File: src/rtl/exmem_div_unit.sv
// exmem_div_unit: iterative unsigned lane-wise divide/modulo, one quotient bit per cycle.
// Revision 1.0 - initial release.
`default_nettype none

module exmem_div_unit (
   input  logic        clk,
   input  logic        reset,
   input  logic        start,
   input  logic        op_mod,
   input  logic [1:0]  ww,
   input  logic [0:63] a_data,
   input  logic [0:63] b_data,
   input  logic [4:0]  rd_in,
   input  logic [2:0]  ppp_in,
   output logic        stall,
   output logic [0:63] result,
   output logic        result_valid,
   output logic [4:0]  rd_out,
   output logic [2:0]  ppp_out,
   output logic [1:0]  ww_out
);

   typedef enum logic [1:0] {
      S_IDLE = 2'd0,
      S_RUN  = 2'd1,
      S_DONE = 2'd2
   } state_t;

   localparam logic [63:0] C_ONES = {64{1'b1}};

   state_t      state_q, state_d;
   logic [63:0] a_q, a_d;
   logic [63:0] b_q, b_d;
   logic        op_mod_q, op_mod_d;
   logic [1:0]  ww_q, ww_d;
   logic [4:0]  rd_q, rd_d;
   logic [2:0]  ppp_q, ppp_d;
   logic [5:0]  cnt_q, cnt_d;
   logic [63:0] rem_q, rem_d;
   logic [63:0] quo_q, quo_d;
   logic [63:0] acc_q, acc_d;
   logic [63:0] result_q, result_d;
   logic [4:0]  rd_out_q, rd_out_d;
   logic [2:0]  ppp_out_q, ppp_out_d;
   logic [1:0]  ww_out_q, ww_out_d;

   logic [5:0]  w_wm1;
   logic [5:0]  w_j;
   logic        w_first;
   logic        w_last;
   logic [5:0]  w_shift;
   logic [63:0] w_mask;
   logic [63:0] w_div;
   logic [63:0] w_rem_in;
   logic [63:0] w_quo_in;
   logic [64:0] w_trial;
   logic        w_ge;
   logic [63:0] w_diff;
   logic [63:0] w_rem_next;
   logic [63:0] w_quo_next;
   logic [63:0] w_lane_val;
   logic [63:0] w_acc_next;

   always_comb begin
      w_wm1 = 6'd63;
      case (ww_q)
         2'b00:   w_wm1 = 6'd7;
         2'b01:   w_wm1 = 6'd15;
         2'b10:   w_wm1 = 6'd31;
         default: w_wm1 = 6'd63;
      endcase
   end

   // Lanes are packed MSB-first, so step cnt always consumes dividend bit 63-cnt;
   // the current lane's LSB sits at (63-cnt) rounded down to a lane boundary.
   assign w_j        = cnt_q & w_wm1;
   assign w_first    = (w_j == 6'd0);
   assign w_last     = (w_j == w_wm1);
   assign w_shift    = ~cnt_q & ~w_wm1;
   assign w_mask     = C_ONES >> (~w_wm1);
   assign w_div      = (b_q >> w_shift) & w_mask;
   assign w_rem_in   = w_first ? 64'd0 : rem_q;
   assign w_quo_in   = w_first ? 64'd0 : quo_q;
   assign w_trial    = {w_rem_in, a_q[~cnt_q]};
   assign w_ge       = (w_trial >= {1'b0, w_div});
   assign w_diff     = w_trial[63:0] - w_div;
   assign w_rem_next = w_ge ? w_diff : w_trial[63:0];
   assign w_quo_next = (w_quo_in << 1) | {63'd0, w_ge};
   assign w_lane_val = (op_mod_q ? w_rem_next : w_quo_next) & w_mask;
   assign w_acc_next = (acc_q & ~(w_mask << w_shift)) | (w_lane_val << w_shift);

   always_comb begin
      state_d      = state_q;
      a_d          = a_q;
      b_d          = b_q;
      op_mod_d     = op_mod_q;
      ww_d         = ww_q;
      rd_d         = rd_q;
      ppp_d        = ppp_q;
      cnt_d        = cnt_q;
      rem_d        = rem_q;
      quo_d        = quo_q;
      acc_d        = acc_q;
      result_d     = result_q;
      rd_out_d     = rd_out_q;
      ppp_out_d    = ppp_out_q;
      ww_out_d     = ww_out_q;
      stall        = 1'b0;
      result_valid = 1'b0;
      case (state_q)
         S_IDLE: begin
            if (start) begin
               stall    = 1'b1;
               a_d      = a_data;
               b_d      = b_data;
               op_mod_d = op_mod;
               ww_d     = ww;
               rd_d     = rd_in;
               ppp_d    = ppp_in;
               cnt_d    = 6'd0;
               rem_d    = 64'd0;
               quo_d    = 64'd0;
               acc_d    = 64'd0;
               state_d  = S_RUN;
            end
         end
         S_RUN: begin
            stall = 1'b1;
            cnt_d = cnt_q + 6'd1;
            rem_d = w_rem_next;
            quo_d = w_quo_next;
            if (w_last) begin
               acc_d = w_acc_next;
            end
            if (cnt_q == 6'd63) begin
               result_d  = w_acc_next;
               rd_out_d  = rd_q;
               ppp_out_d = ppp_q;
               ww_out_d  = ww_q;
               state_d   = S_DONE;
            end
         end
         S_DONE: begin
            // The issuing instruction is still held upstream this cycle, so start is ignored.
            result_valid = 1'b1;
            state_d      = S_IDLE;
         end
         default: begin
            state_d = S_IDLE;
         end
      endcase
   end

   always_ff @(posedge clk) begin
      if (reset) begin
         state_q   <= S_IDLE;
         a_q       <= 64'd0;
         b_q       <= 64'd0;
         op_mod_q  <= 1'b0;
         ww_q      <= 2'd0;
         rd_q      <= 5'd0;
         ppp_q     <= 3'd0;
         cnt_q     <= 6'd0;
         rem_q     <= 64'd0;
         quo_q     <= 64'd0;
         acc_q     <= 64'd0;
         result_q  <= 64'd0;
         rd_out_q  <= 5'd0;
         ppp_out_q <= 3'd0;
         ww_out_q  <= 2'd0;
      end else begin
         state_q   <= state_d;
         a_q       <= a_d;
         b_q       <= b_d;
         op_mod_q  <= op_mod_d;
         ww_q      <= ww_d;
         rd_q      <= rd_d;
         ppp_q     <= ppp_d;
         cnt_q     <= cnt_d;
         rem_q     <= rem_d;
         quo_q     <= quo_d;
         acc_q     <= acc_d;
         result_q  <= result_d;
         rd_out_q  <= rd_out_d;
         ppp_out_q <= ppp_out_d;
         ww_out_q  <= ww_out_d;
      end
   end

   assign result  = result_q;
   assign rd_out  = rd_out_q;
   assign ppp_out = ppp_out_q;
   assign ww_out  = ww_out_q;

endmodule

`default_nettype wire

File: config.mk
export PLATFORM = sky130hd
export DESIGN_NAME = exmem_div_unit
export DESIGN_NICKNAME = d
export VERILOG_FILES = /design/src/rtl/exmem_div_unit.sv
export SDC_FILE = /design/constraint.sdc
export NUM_CORES = 1
export LEC_CHECK = 0
export ABC_CLOCK_PERIOD_IN_PS = 19400
export BUFFER_PORTS_ARGS = -buffer_cell sky130_fd_sc_hd__buf_2
export CORE_MARGIN = 2
export CORE_UTILIZATION = 45
export DETAILED_ROUTE_END_ITERATION = 8
export HOLD_SLACK_MARGIN = 0.1
export SYNTH_ARGS = -nofsm -noshare
export SYNTH_HDL_FRONTEND = slang
export SYNTH_SLANG_ARGS = --single-unit
File: constraint.sdc
create_clock -name clk -period 19.4 [get_ports clk]
set_input_delay 3.88 -clock clk [delete_from_list [all_inputs] [get_ports clk]]
set_output_delay 3.88 -clock clk [all_outputs]
set_load 0.01 [all_outputs]
==> results.cfg <==
[critical_path]
cp_top_family = buffers and inverters
cpMaxStageDelayCell = or2_2
reg2reg_from = ww_q[1]
max_stage_delay_ns = 0.34
ff2ff_path_depth = 19
rr_endpoint = result[8]
worstPathArrival_ns = 4.67
crit_type = input pin to output pin
r2r_slack_ns = 11.52
cp_max_fo = 5
end_kind = output pin
cp.required_ns = 15.52
path_cells = buf_2 > nor2_1 > or2_2 > inv_1 > buf_2
path_common_cell = buf_2
start_kind = input pin
critPathBufInv = 3

[clock_network]
post_cts_resized = 0
cts.clk_slew.worst_paths_ns = 0.06
cts_tree = built
cts_buffers = 45
cts_setup_buffers = 0
cts_buffer_depth = 3
htree_num_levels = 2
cts_sinks = 405
clock_latency_ns = 0.59
holdBufCountCts = 0
root_buffer = clkbuf_16

[pwr]
p_leak_nw = 10.6
peakVddDrop_mv = 0.151
powerDensity_mw_per_mm2 = 125
total_power_mw = 3.21

[synth]
syn_nets = 3149
synth-edff-count = 0
seq_area_frac_synth_pct = 35.6
avgSynthCellArea_um2 = 7.75
syn_area_mm2 = 0.0228
async_reset_ff_share_pct = 0
ys_seq_elements = 405
yosysTopAreaCellShare_pct = 35.6
synth_cell_type_count = 80
yosys_most_used_dff = dfxtp_1
synth_top_cell_by_area = dfxtp_1
synth_area_leaders = dfxtp_1, nand2_1, a21oi_1
syn_inst = 2941
ys_warn_count = 0

[timing]
fin_crit_sh_pct = 44.1
slew_headroom_pct = 18.3
setup_viol = 0
final_max_slew_viol_count = 0
final_hold_viol_count = 0
worst_pin_slew_ns = 1.22
min_period_ns = 8.55
fin_skew_ns = 0.0253
rsz0062_at_grt = no
fmax_mhz = 117
finalSetupTns_ns = 0

[place]
place_inst = 3641
gp_congestion = 1.02
dp_hpwl_um = 67200
port_buffers = 217

[global_route]
grtUsageMet2_pct = 53.3
grt_use_met3_pct = 5.09
grt_pass1_vias = 21660
antenna_found_initial = 5
grt_overflow = 0
grt_use_met1_pct = 44.6
grt_max_degree = 113
track_usage_pct = 33.3
grt_pass1_wl_um = 135000
busiest_layer = met2

[die]
initial_utilization_pct = 45.5
num_io_pins = 218
die_w_um = 229
die_y_um = 229
die_area_mm2 = 0.0525
rows = 82
coreArea_mm2 = 0.0501

[finish]
layout.cells.non_filler = 3719
area_growth_pct = 12.4
drive_gt1_share_pct = 13.1
final_nets = 3224
fill_cells = 5012

[routing]
ant_nets = 0
drt-pass1-iter-count = 6
detail_route.wl_per_cell_um = 24.3
routed_wl_um = 90400
drtIter0Drc = 2207
drc_errors = 0
via_count = 23024
avgViaCountPerCell = 6.19

[min_path]
hold_end = rem_q[36]
hold_depth = 2
min_path_type = flop to flop
worstHoldStart = rem_q[36]

[outcome]
outcome = finished clean

[run]
cap_violations = 0
## report_power, final
group	leakage (nW)	internal [mW]	switching, mW
combinational	6.60	0.437	1.02
clock	0.687	0.477	0.360
sequential	3.29	0.880	0.0351
total	10.6	1.79	1.42
## synth_stat cells (10+ instances only)
| cell | count |
|---|---|
| a32oi_1 | 10 |
| dfxtp_1 | 405 |
| a21oi_1 | 314 |
| and3_1 | 14 |
| a211oi_1 | 49 |
| mux2i_1 | 41 |
| and2_1 | 61 |
| xnor2_1 | 31 |
| o21ai_0 | 168 |
| a21o_1 | 47 |
| buf_1 | 18 |
| o21bai_1 | 19 |
| a31oi_1 | 21 |
| a22o_1 | 101 |
| o21a_1 | 16 |
| nand2_1 | 658 |
| nand3_1 | 35 |
| nand4_1 | 30 |
| clkbuf_1 | 186 |
| inv_1 | 46 |
| ha_1 | 65 |
| a221oi_1 | 21 |
| a221o_1 | 12 |
| o211ai_1 | 14 |
| o31ai_1 | 13 |
| a22oi_1 | 53 |
| nor2_1 | 210 |
| nor3_1 | 43 |
| xor2_1 | 25 |
| mux4_2 | 41 |
| buf_2 | 19 |
## per-stage QoR
| stage | utilization (%) | setup slack (ns) | hold WS, ns | area, um2 |
|---|---|---|---|---|
| 5_1_grt | 51.2 | 10.79 | 0.468 | 25600 |
| 6_report | 51.2 | 10.85 | 0.443 | 25600 |
| 4_1_cts | 51.2 | 10.86 | 0.448 | 25600 |
| 2_1_floorplan | - | 11.20 | 0.417 | 22800 |
| 3_3_place_gp | 48.3 | 10.84 | 0.425 | 24200 |
| 3_5_place_dp | 48.3 | 10.86 | 0.434 | 24200 |
## worst register-to-register path: cells and delay by family, from the launching register on
family,cells,cell delay (ns)
buffers and inverters,3,1.32
muxes,1,0.17
and+or+nand+nor,4,1.54
AOI/OAI and AO/OA,10,4.18
adders and majority gates,1,0.16
DFF,1,0.33
## how the worst max path moves through the flow
stage,start,to,slack [ns],cells after the start
after detailed placement,start,stall,10.86,5
after CTS,start,stall,10.86,5
after global placement,start,stall,10.84,5
final,start,stall,10.85,5
after floorplan,start,stall,11.20,3
after global routing,start,stall,10.79,5
## routing by layer
layer	part of all wire, %	routed length (um)	up-vias
met4	4.7	4290	0
li1	-	-	10678
met3	7.8	7040	181
met1	42	38000	11162
met2	45	41100	1003
met5	0	0	-
## final cells by class
class,instances,area (um2),share of cell area [%]
antenna,2,5.00,0.0195
clock buffer,65,1290,5.04
clock inverter,11,119,0.464
inverter,48,180,0.703
multi-input combinational,2263,13700,53.5
sequential,405,8110,31.6
tap,672,841,3.28
timing repair buffer,253,1370,5.33
## cell usage in the layout, fill, tap and decap left out, types with 48 or more instances in the layout
| cell type | netlist | final |
|---|---|---|
| ha_1 | 65 | 65 |
| dfxtp_1 | 405 | 404 |
| a21oi_1 | 314 | 313 |
| o21ai_0 | 168 | 168 |
| a211oi_1 | 49 | 48 |
| a22o_1 | 101 | 101 |
| buf_2 | 19 | 216 |
| nand2_1 | 658 | 656 |
| nor2_1 | 210 | 205 |
| and2_1 | 61 | 60 |
| a22oi_1 | 53 | 53 |
## cell families (layout without fill, tap and decap cells)
logic type | after synthesis | after routing | share of synthesized area, %
AO/OA/AOI/OAI | 949 | 949 | 27.3
buffers and inverters | 273 | 377 | 4.66
XOR/XNOR | 56 | 56 | 2.15
other | 0 | 2 | 0
multiplexers | 88 | 88 | 6.16
flip-flops | 405 | 405 | 35.6
AND/OR/NAND/NOR | 1104 | 1104 | 20.5
adder cells (fa/ha/maj) | 66 | 66 | 3.66
## registers in the layout (all words and copies together) (netlist names)
signal	flops
rd_q	5
op_mod_q	1
ppp_q	3
ppp_out	3
ww_out	2
cnt_q	6
a_q	64
b_q	64
rd_out	5
result	64
rem_q	64
ww_q	2
acc_q	57
quo_q	63
state_q	2
No activity file was read; power rests on OpenSTA's default activity.
